`src/rtl/pipe_stage_skid.sv`:
```
// -----------------------------------------------------------------------------
// pipe_stage_skid
//   Generic pipeline stage carrying a PC and an opaque payload between two CPU
//   stages. Ready/valid handshake on both sides, plus stall and flush. A
//   two-entry arrangement (main + skid) lets i_in_ready come straight from a
//   flop: when the downstream side stops, the one entry already in flight
//   upstream lands in the skid register instead of being lost.
//
//   Optional feature macro: PIPE_PERF_CNT_EN
//     defined   : stall and flush-drop performance counters are built
//     undefined : counter outputs are tied to zero, port list unchanged
//
// Parameters
//   PC_W     width of the PC field
//   DATA_W   width of the payload field
//   CNT_W    width of each performance counter (must be >= 2)
//
// Ports
//   i_clk              rising-edge clock
//   i_reset            synchronous active-high reset
//   i_flush            discard held entries and the current input
//   i_stall            hold the output entry, no advance
//   i_in_valid         upstream entry valid
//   o_in_ready         stage can accept (registered)
//   i_in_pc            upstream PC
//   i_in_data          upstream payload
//   o_out_valid        output entry valid
//   i_out_ready        downstream accepts
//   o_out_pc           output PC
//   o_out_data         output payload
//   o_stall_cnt        cycles with a valid output that could not leave
//   o_flush_drop_cnt   valid held entries discarded by flush
//
// state  | meaning
// -------+--------------------------------------------
// EMPTY  | no valid entry held
// FULL   | main entry valid, skid empty
// SKID   | main and skid both valid, input blocked
// -----------------------------------------------------------------------------
module pipe_stage_skid #(
   parameter int PC_W   = 32,
   parameter int DATA_W = 32,
   parameter int CNT_W  = 16
) (
   input  logic              i_clk,
   input  logic              i_reset,
   input  logic              i_flush,
   input  logic              i_stall,
   input  logic              i_in_valid,
   output logic              o_in_ready,
   input  logic [PC_W-1:0]   i_in_pc,
   input  logic [DATA_W-1:0] i_in_data,
   output logic              o_out_valid,
   input  logic              i_out_ready,
   output logic [PC_W-1:0]   o_out_pc,
   output logic [DATA_W-1:0] o_out_data,
   output logic [CNT_W-1:0]  o_stall_cnt,
   output logic [CNT_W-1:0]  o_flush_drop_cnt
);

   typedef enum logic [1:0] {
      ST_EMPTY = 2'd0,
      ST_FULL  = 2'd1,
      ST_SKID  = 2'd2
   } state_t;

   state_t              r_state;
   state_t              w_state_nxt;
   logic                r_in_ready;
   logic                w_in_ready_nxt;

   logic [PC_W-1:0]     r_main_pc;
   logic [DATA_W-1:0]   r_main_data;
   logic [PC_W-1:0]     r_skid_pc;
   logic [DATA_W-1:0]   r_skid_data;

   logic                w_main_valid;
   logic                w_acc;
   logic                w_adv;
   logic                w_main_ld_in;
   logic                w_main_ld_skid;
   logic                w_skid_ld_in;

   assign w_main_valid = (r_state != ST_EMPTY);
   // r_in_ready is low exactly in SKID, so no input is ever accepted there.
   assign w_acc        = i_in_valid & r_in_ready;
   // Stall overrides downstream ready.
   assign w_adv        = w_main_valid & i_out_ready & ~i_stall;

   // ---------------------------------------------------------------------------
   // State register
   // ---------------------------------------------------------------------------
   always_ff @(posedge i_clk) begin
      if (i_reset) begin
         r_state    <= ST_EMPTY;
         r_in_ready <= 1'b1;
      end else begin
         r_state    <= w_state_nxt;
         r_in_ready <= w_in_ready_nxt;
      end
   end

   // ---------------------------------------------------------------------------
   // Next state and datapath load enables
   // ---------------------------------------------------------------------------
   always_comb begin
      w_state_nxt    = r_state;
      w_main_ld_in   = 1'b0;
      w_main_ld_skid = 1'b0;
      w_skid_ld_in   = 1'b0;

      if (i_flush) begin
         // Everything held and the same-cycle input are dropped; data regs
         // keep their contents since they are don't-care while invalid.
         w_state_nxt = ST_EMPTY;
      end else begin
         case (r_state)
            ST_EMPTY: begin
               if (w_acc) begin
                  w_state_nxt  = ST_FULL;
                  w_main_ld_in = 1'b1;
               end
            end
            ST_FULL: begin
               if (w_acc && w_adv) begin
                  w_state_nxt  = ST_FULL;
                  w_main_ld_in = 1'b1;
               end else if (w_acc) begin
                  w_state_nxt  = ST_SKID;
                  w_skid_ld_in = 1'b1;
               end else if (w_adv) begin
                  w_state_nxt  = ST_EMPTY;
               end
            end
            ST_SKID: begin
               if (w_adv) begin
                  w_state_nxt    = ST_FULL;
                  w_main_ld_skid = 1'b1;
               end
            end
            default: begin
               w_state_nxt = ST_EMPTY;
            end
         endcase
      end

      w_in_ready_nxt = (w_state_nxt != ST_SKID);
   end

   // ---------------------------------------------------------------------------
   // Entry storage
   // ---------------------------------------------------------------------------
   always_ff @(posedge i_clk) begin
      if (i_reset) begin
         r_main_pc   <= '0;
         r_main_data <= '0;
         r_skid_pc   <= '0;
         r_skid_data <= '0;
      end else begin
         if (w_main_ld_in) begin
            r_main_pc   <= i_in_pc;
            r_main_data <= i_in_data;
         end else if (w_main_ld_skid) begin
            r_main_pc   <= r_skid_pc;
            r_main_data <= r_skid_data;
         end
         if (w_skid_ld_in) begin
            r_skid_pc   <= i_in_pc;
            r_skid_data <= i_in_data;
         end
      end
   end

   assign o_in_ready  = r_in_ready;
   assign o_out_valid = w_main_valid;
   assign o_out_pc    = r_main_pc;
   assign o_out_data  = r_main_data;

   // ---------------------------------------------------------------------------
   // Performance counters
   // ---------------------------------------------------------------------------
`ifdef PIPE_PERF_CNT_EN
   localparam logic [CNT_W-1:0] CNT_ONE = {{(CNT_W-1){1'b0}}, 1'b1};

   logic [CNT_W-1:0]  r_stall_cnt;
   logic [CNT_W-1:0]  r_flush_drop_cnt;
   logic              w_skid_valid;
   logic              w_stall_hit;
   logic [1:0]        w_drop_inc;
   logic [CNT_W:0]    w_drop_sum;

   assign w_skid_valid = (r_state == ST_SKID);
   assign w_stall_hit  = w_main_valid & (i_stall | ~i_out_ready);
   assign w_drop_inc   = {1'b0, w_main_valid} + {1'b0, w_skid_valid};
   // One extra bit catches the carry so the add can saturate cleanly.
   assign w_drop_sum   = {1'b0, r_flush_drop_cnt} + {{(CNT_W-1){1'b0}}, w_drop_inc};

   always_ff @(posedge i_clk) begin
      if (i_reset) begin
         r_stall_cnt      <= '0;
         r_flush_drop_cnt <= '0;
      end else begin
         if (w_stall_hit && (r_stall_cnt != {CNT_W{1'b1}})) begin
            r_stall_cnt <= r_stall_cnt + CNT_ONE;
         end
         if (i_flush) begin
            r_flush_drop_cnt <= w_drop_sum[CNT_W] ? {CNT_W{1'b1}} : w_drop_sum[CNT_W-1:0];
         end
      end
   end

   assign o_stall_cnt      = r_stall_cnt;
   assign o_flush_drop_cnt = r_flush_drop_cnt;
`else
   assign o_stall_cnt      = '0;
   assign o_flush_drop_cnt = '0;
`endif

endmodule

```
`config.mk`:
```
export PLATFORM = sky130hd
export DESIGN_NAME = pipe_stage_skid
export DESIGN_NICKNAME = d
export VERILOG_FILES = /design/src/rtl/pipe_stage_skid.sv
export SDC_FILE = /design/constraint.sdc
export NUM_CORES = 1
export LEC_CHECK = 0
export CORE_MARGIN = 2
export CORE_UTILIZATION = 36
export CTS_CLUSTER_DIAMETER = 30
export DETAILED_ROUTE_END_ITERATION = 10
export HOLD_SLACK_MARGIN = 0.02
export PLACE_DENSITY_LB_ADDON = 0.15
export SYNTH_ARGS = -nofsm -noshare
export SYNTH_HDL_FRONTEND = slang
export SYNTH_SLANG_ARGS = --single-unit
export TNS_END_PERCENT = 100
```
`constraint.sdc`:
```
create_clock -name i_clk -period 1.75 [get_ports i_clk]
set_clock_uncertainty 0.1 [all_clocks]
set_input_delay 0.35 -clock i_clk [delete_from_list [all_inputs] [get_ports i_clk]]
set_output_delay 0.35 -clock i_clk [all_outputs]
set_load 0.02 [all_outputs]
```
After elaboration in Yosys (flattened, before gate mapping)

Cells that the tools add are included.

Equality and inequality tests: 3
Mux-type cells: 21
Bitwise logic cells: 4
Reductions and logical operators: 4

Operators by type and width:

| cell               | count |
|---|---|
| $mux 32            | 4 |
| $mux 2             | 6 |
| $mux 1             | 9 |
| $pmux 2 s3         | 1 |
| $reduce_bool 2->1  | 2 |
| $and 1x1->1        | 3 |
| $eq 2x1->1 const B | 1 |
| $eq 2x2->1 const B | 1 |
| $logic_not 2->1    | 1 |
| $ne 2x2->1 const B | 1 |
| $pmux 1 s2         | 1 |
| $logic_and 1x1->1  | 1 |
| $not 1->1          | 1 |

Register bits after elaboration: 131
Bits of input ports: 70
Logic and storage cells: 38

Longest topological paths before layout

Gate-level depths: netlist of run 1.

Depth in word-level cells: 9
Gate-level depth with buffers: 6
Mapped depth without buffers: 3

Least setup slack after synthesis of run 1

OpenSTA, ideal clock, no wires.

Kind: register to register
Start: register r_in_ready (netlist: o_in_ready)
End: register r_skid_pc[22]
Setup time: 0.132 ns
Arrival time: 1.255 ns
Path slack: 0.263 ns
Cell stages (with the launch flop): 6
Clock period less this slack: 1.487 ns
Cells stage by stage: dfxtp_1 -> nand4bb_1 -> buf_2 -> buf_2 -> o31ai_1 -> a21oi_1

Cells in the longest elaborated chain, start to end: 5

Ends and longest elaborated chain:

| element                                     | line     | text |
|---|---|---|
| from (decl)                                 | 69       | `logic r_in_ready;` |
| from (signal assigned)                      | 99       | `r_in_ready <= w_in_ready_nxt;` |
| $and 1x1->1 *                               | 86       | `assign w_acc = i_in_valid & r_in_ready;` |
| $mux 1 or $logic_and 1x1->1 (tied branches) | 128, 125 |  |
| $mux 1 *                                    | 125      | `if (w_acc && w_adv) begin` |
| $mux 1 *                                    | 117      | `case (r_state)` |
| $mux 1 *                                    | 112      | `if (i_flush) begin` |
| to (signal assigned)                        | 168      | `r_skid_pc <= i_in_pc;` |
| to (decl)                                   | 74       | `logic [PC_W-1:0] r_skid_pc;` |

Mark *: on every way between the ends. The rest lies on a longest branch, timed or not.
A chain may end at the register's enable or synchronous reset.

Worst setup path after layout of run 1

Start: input i_flush
End: register r_skid_pc[22]

Cells in the longest elaborated chain, start to end: 1

Ends and longest elaborated chain:

| element     | line | text |
|---|---|---|
| from (decl) | 47   | `input logic i_flush,` |
| $mux 1      | 112  |  |

Every way passes these cells.

==> results of run 1 <==
==> cell type report <==
type	count	area [um^2]	share of cell area, %
multi-input combinational	499	3180	37.4
sequential	131	2630	30.9
timing repair buffer	182	1830	21.4
clock buffer	25	485	5.70
tap	225	282	3.31
clock inverter	5	100	1.18
inverter	2	7.51	0.0882
==> critical path, cell delays in order <==
cell	delay, ps
clkdlybuf4s50_1	480
nand4bb_4	330
buf_12	250
buf_4	160
o31ai_1	210
a21oi_1	110
==> synthesized netlist by cell type (2+ instances only) <==
cell	number
dfxtp_1	131
o31ai_1	64
buf_1	6
nand4_1	64
clkbuf_1	43
inv_1	2
and3b_1	2
a211oi_1	64
a21oi_1	65
buf_4	44
buf_2	44
nor2_1	2
o21ai_0	66
a311oi_1	65
nand3_1	65
clkbuf_2	5
==> logic make-up after synthesis <==
logic type	count (synthesis)	synth area share, %
AOI/OAI and AO/OA	326	34.3
buffers and inverters	145	12.1
DFF	131	40.8
other	1	0.0584
and+or+nand+nor	141	12.7
==> per-layer routing <==
metal | GRT usage, % | wire (um) | up-vias
met5 | 0 | 0 | -
met4 | 9.91 | 525 | 0
met3 | 4.42 | 1410 | 44
met1 | 27.8 | 8850 | 3238
met2 | 36.5 | 10100 | 306
li1 | - | - | 3069
==> state kept, by name, summed over array words and instances (netlist names) <==
signal / flops
o_out_data: 32
o_out_pc: 32
r_skid_data: 32
r_skid_pc: 32
r_state: 2
o_in_ready: 1
==> metrics by stage <==
stage	hold WS (ps)	utilization (%)
4_1_cts	220	49.0
3_3_place_gp	355	46.1
2_1_floorplan	322	-
3_5_place_dp	360	46.1
6_report	243	49.0
5_1_grt	261	49.0
==> worst paths after layout <==
path / end / from / cells after the start / slack, ps
hold reg to reg: r_skid_data[27] / r_skid_data[27] / 2 / 370
setup reg to reg: r_skid_pc[22] / r_state[1] / 5 / 110
setup / recovery: r_skid_pc[22] / i_flush / 6 / 40
hold / removal: r_skid_pc[4] / i_reset / 2 / 240
==> where the power goes <==
group          internal [uW]  switching [uW]  total, uW  leakage [uW]
sequential              3120            73.4       3190       0.00107
clock                   2330            1230       3570      0.000287
combinational            491             823       1310       0.00153
total                   5940            2130       8070       0.00289
==> reports/results.ini, run 1 <==
[layout]
final_cell_mix=dfxtp_1, clkdlybuf4s50_1
synthToLayoutAreaGrowth_pct=32.5
antenna_cells=0
stdcell_count=1069
final_common_cell=dfxtp_1
fin_nets=903
drive_above_1_share_pct=10.3
design_area_um2=8510
fillers=1638

[power_and_ir_drop]
p_per_area_nw_per_um2=948
ir_drop_mv=0.740
p_leak_uw=0.00289
finalPower_uw=8070

[sta]
timing.final.crit_period_ps=1710
rsz0062_at_grt=no
setup_slack_ps=40.6
fmax_mhz=585
finalHoldViolCount=0
finalCritPeriodShare_pct=97.7
drv_slew=0
setup_viol=0
timing.setup.tns_ps=0
relSlewSlack_pct=59.1
worst_pin_slew_ps=613

[clock_tree]
clk_pin_slew_worst_paths_ps=60
cts_resized=70
htreeDepth=4
clk_latency_ps=410
cts_tree=built
clock_tree.buffer_depth=2
root_buffer=clkbuf_16
postCtsHoldBufs=0
cts-buffers-inserted=17
cts_num_sinks=131
postCtsSetupRepairBufs=0

[die]
ios=168
die_area_um2=18900
core-area_um2=17400
row_count=48
initial_core_util_pct=37.0
die_h_um=138
die_w_um=138

[synthesis]
yosysTopAreaCellShare_pct=40.8
synthCells=744
synth_cell_types=28
ys_warn_count=0
yosys_most_used_dff=dfxtp_1
ys_seq_elements=131
synth-edff-count=0
synth_area_leader_cell=dfxtp_1
synth.area.top_cells=dfxtp_1, a311oi_1, a211oi_1
synth_area_um2=6420
avgSynthCellArea_um2=8.63
seq_area_frac_synth_pct=40.8
async_flop_share_pct=0

[setup_path]
critPathMaxFanout=37
end_kind=flip-flop
arrival_ps=1900
critical_path_class=in2reg
required_ps=1940
start_kind=primary input

[place]
io_buffers=135
gp_congestion=0.741
hpwlAfterDp_um=13100
placed_cells=1039
place_area_um2=8000
pre_cts_ws_ps=-387

[grt]
overflow=0
grt_max_degree=82
antenna_found_initial=0
grt_first_pass_wirelength_um=33100
grt_pass1_vias=6478
grt.total_usage_pct=22.1

[flow_run]
max-cap-violations=0

[drt]
drtPass1Iterations=5
via_count=6657
first_iter_violations=642
via_per_inst=6.23
wire_per_inst_um=19.5
wirelength_um=20900
drc=0
ant_nets=0

[outcome]
run_status=complete, no violations

[min_path]
hold_class=in2reg

(Power assumes the default switching activity.)
==> run 2: changes to the inputs <==
Settings changed: CTS_CLUSTER_SIZE set to 25.
==> results of run 2 <==
No change in the layout: final DEF, timing and power equal those of run 1.
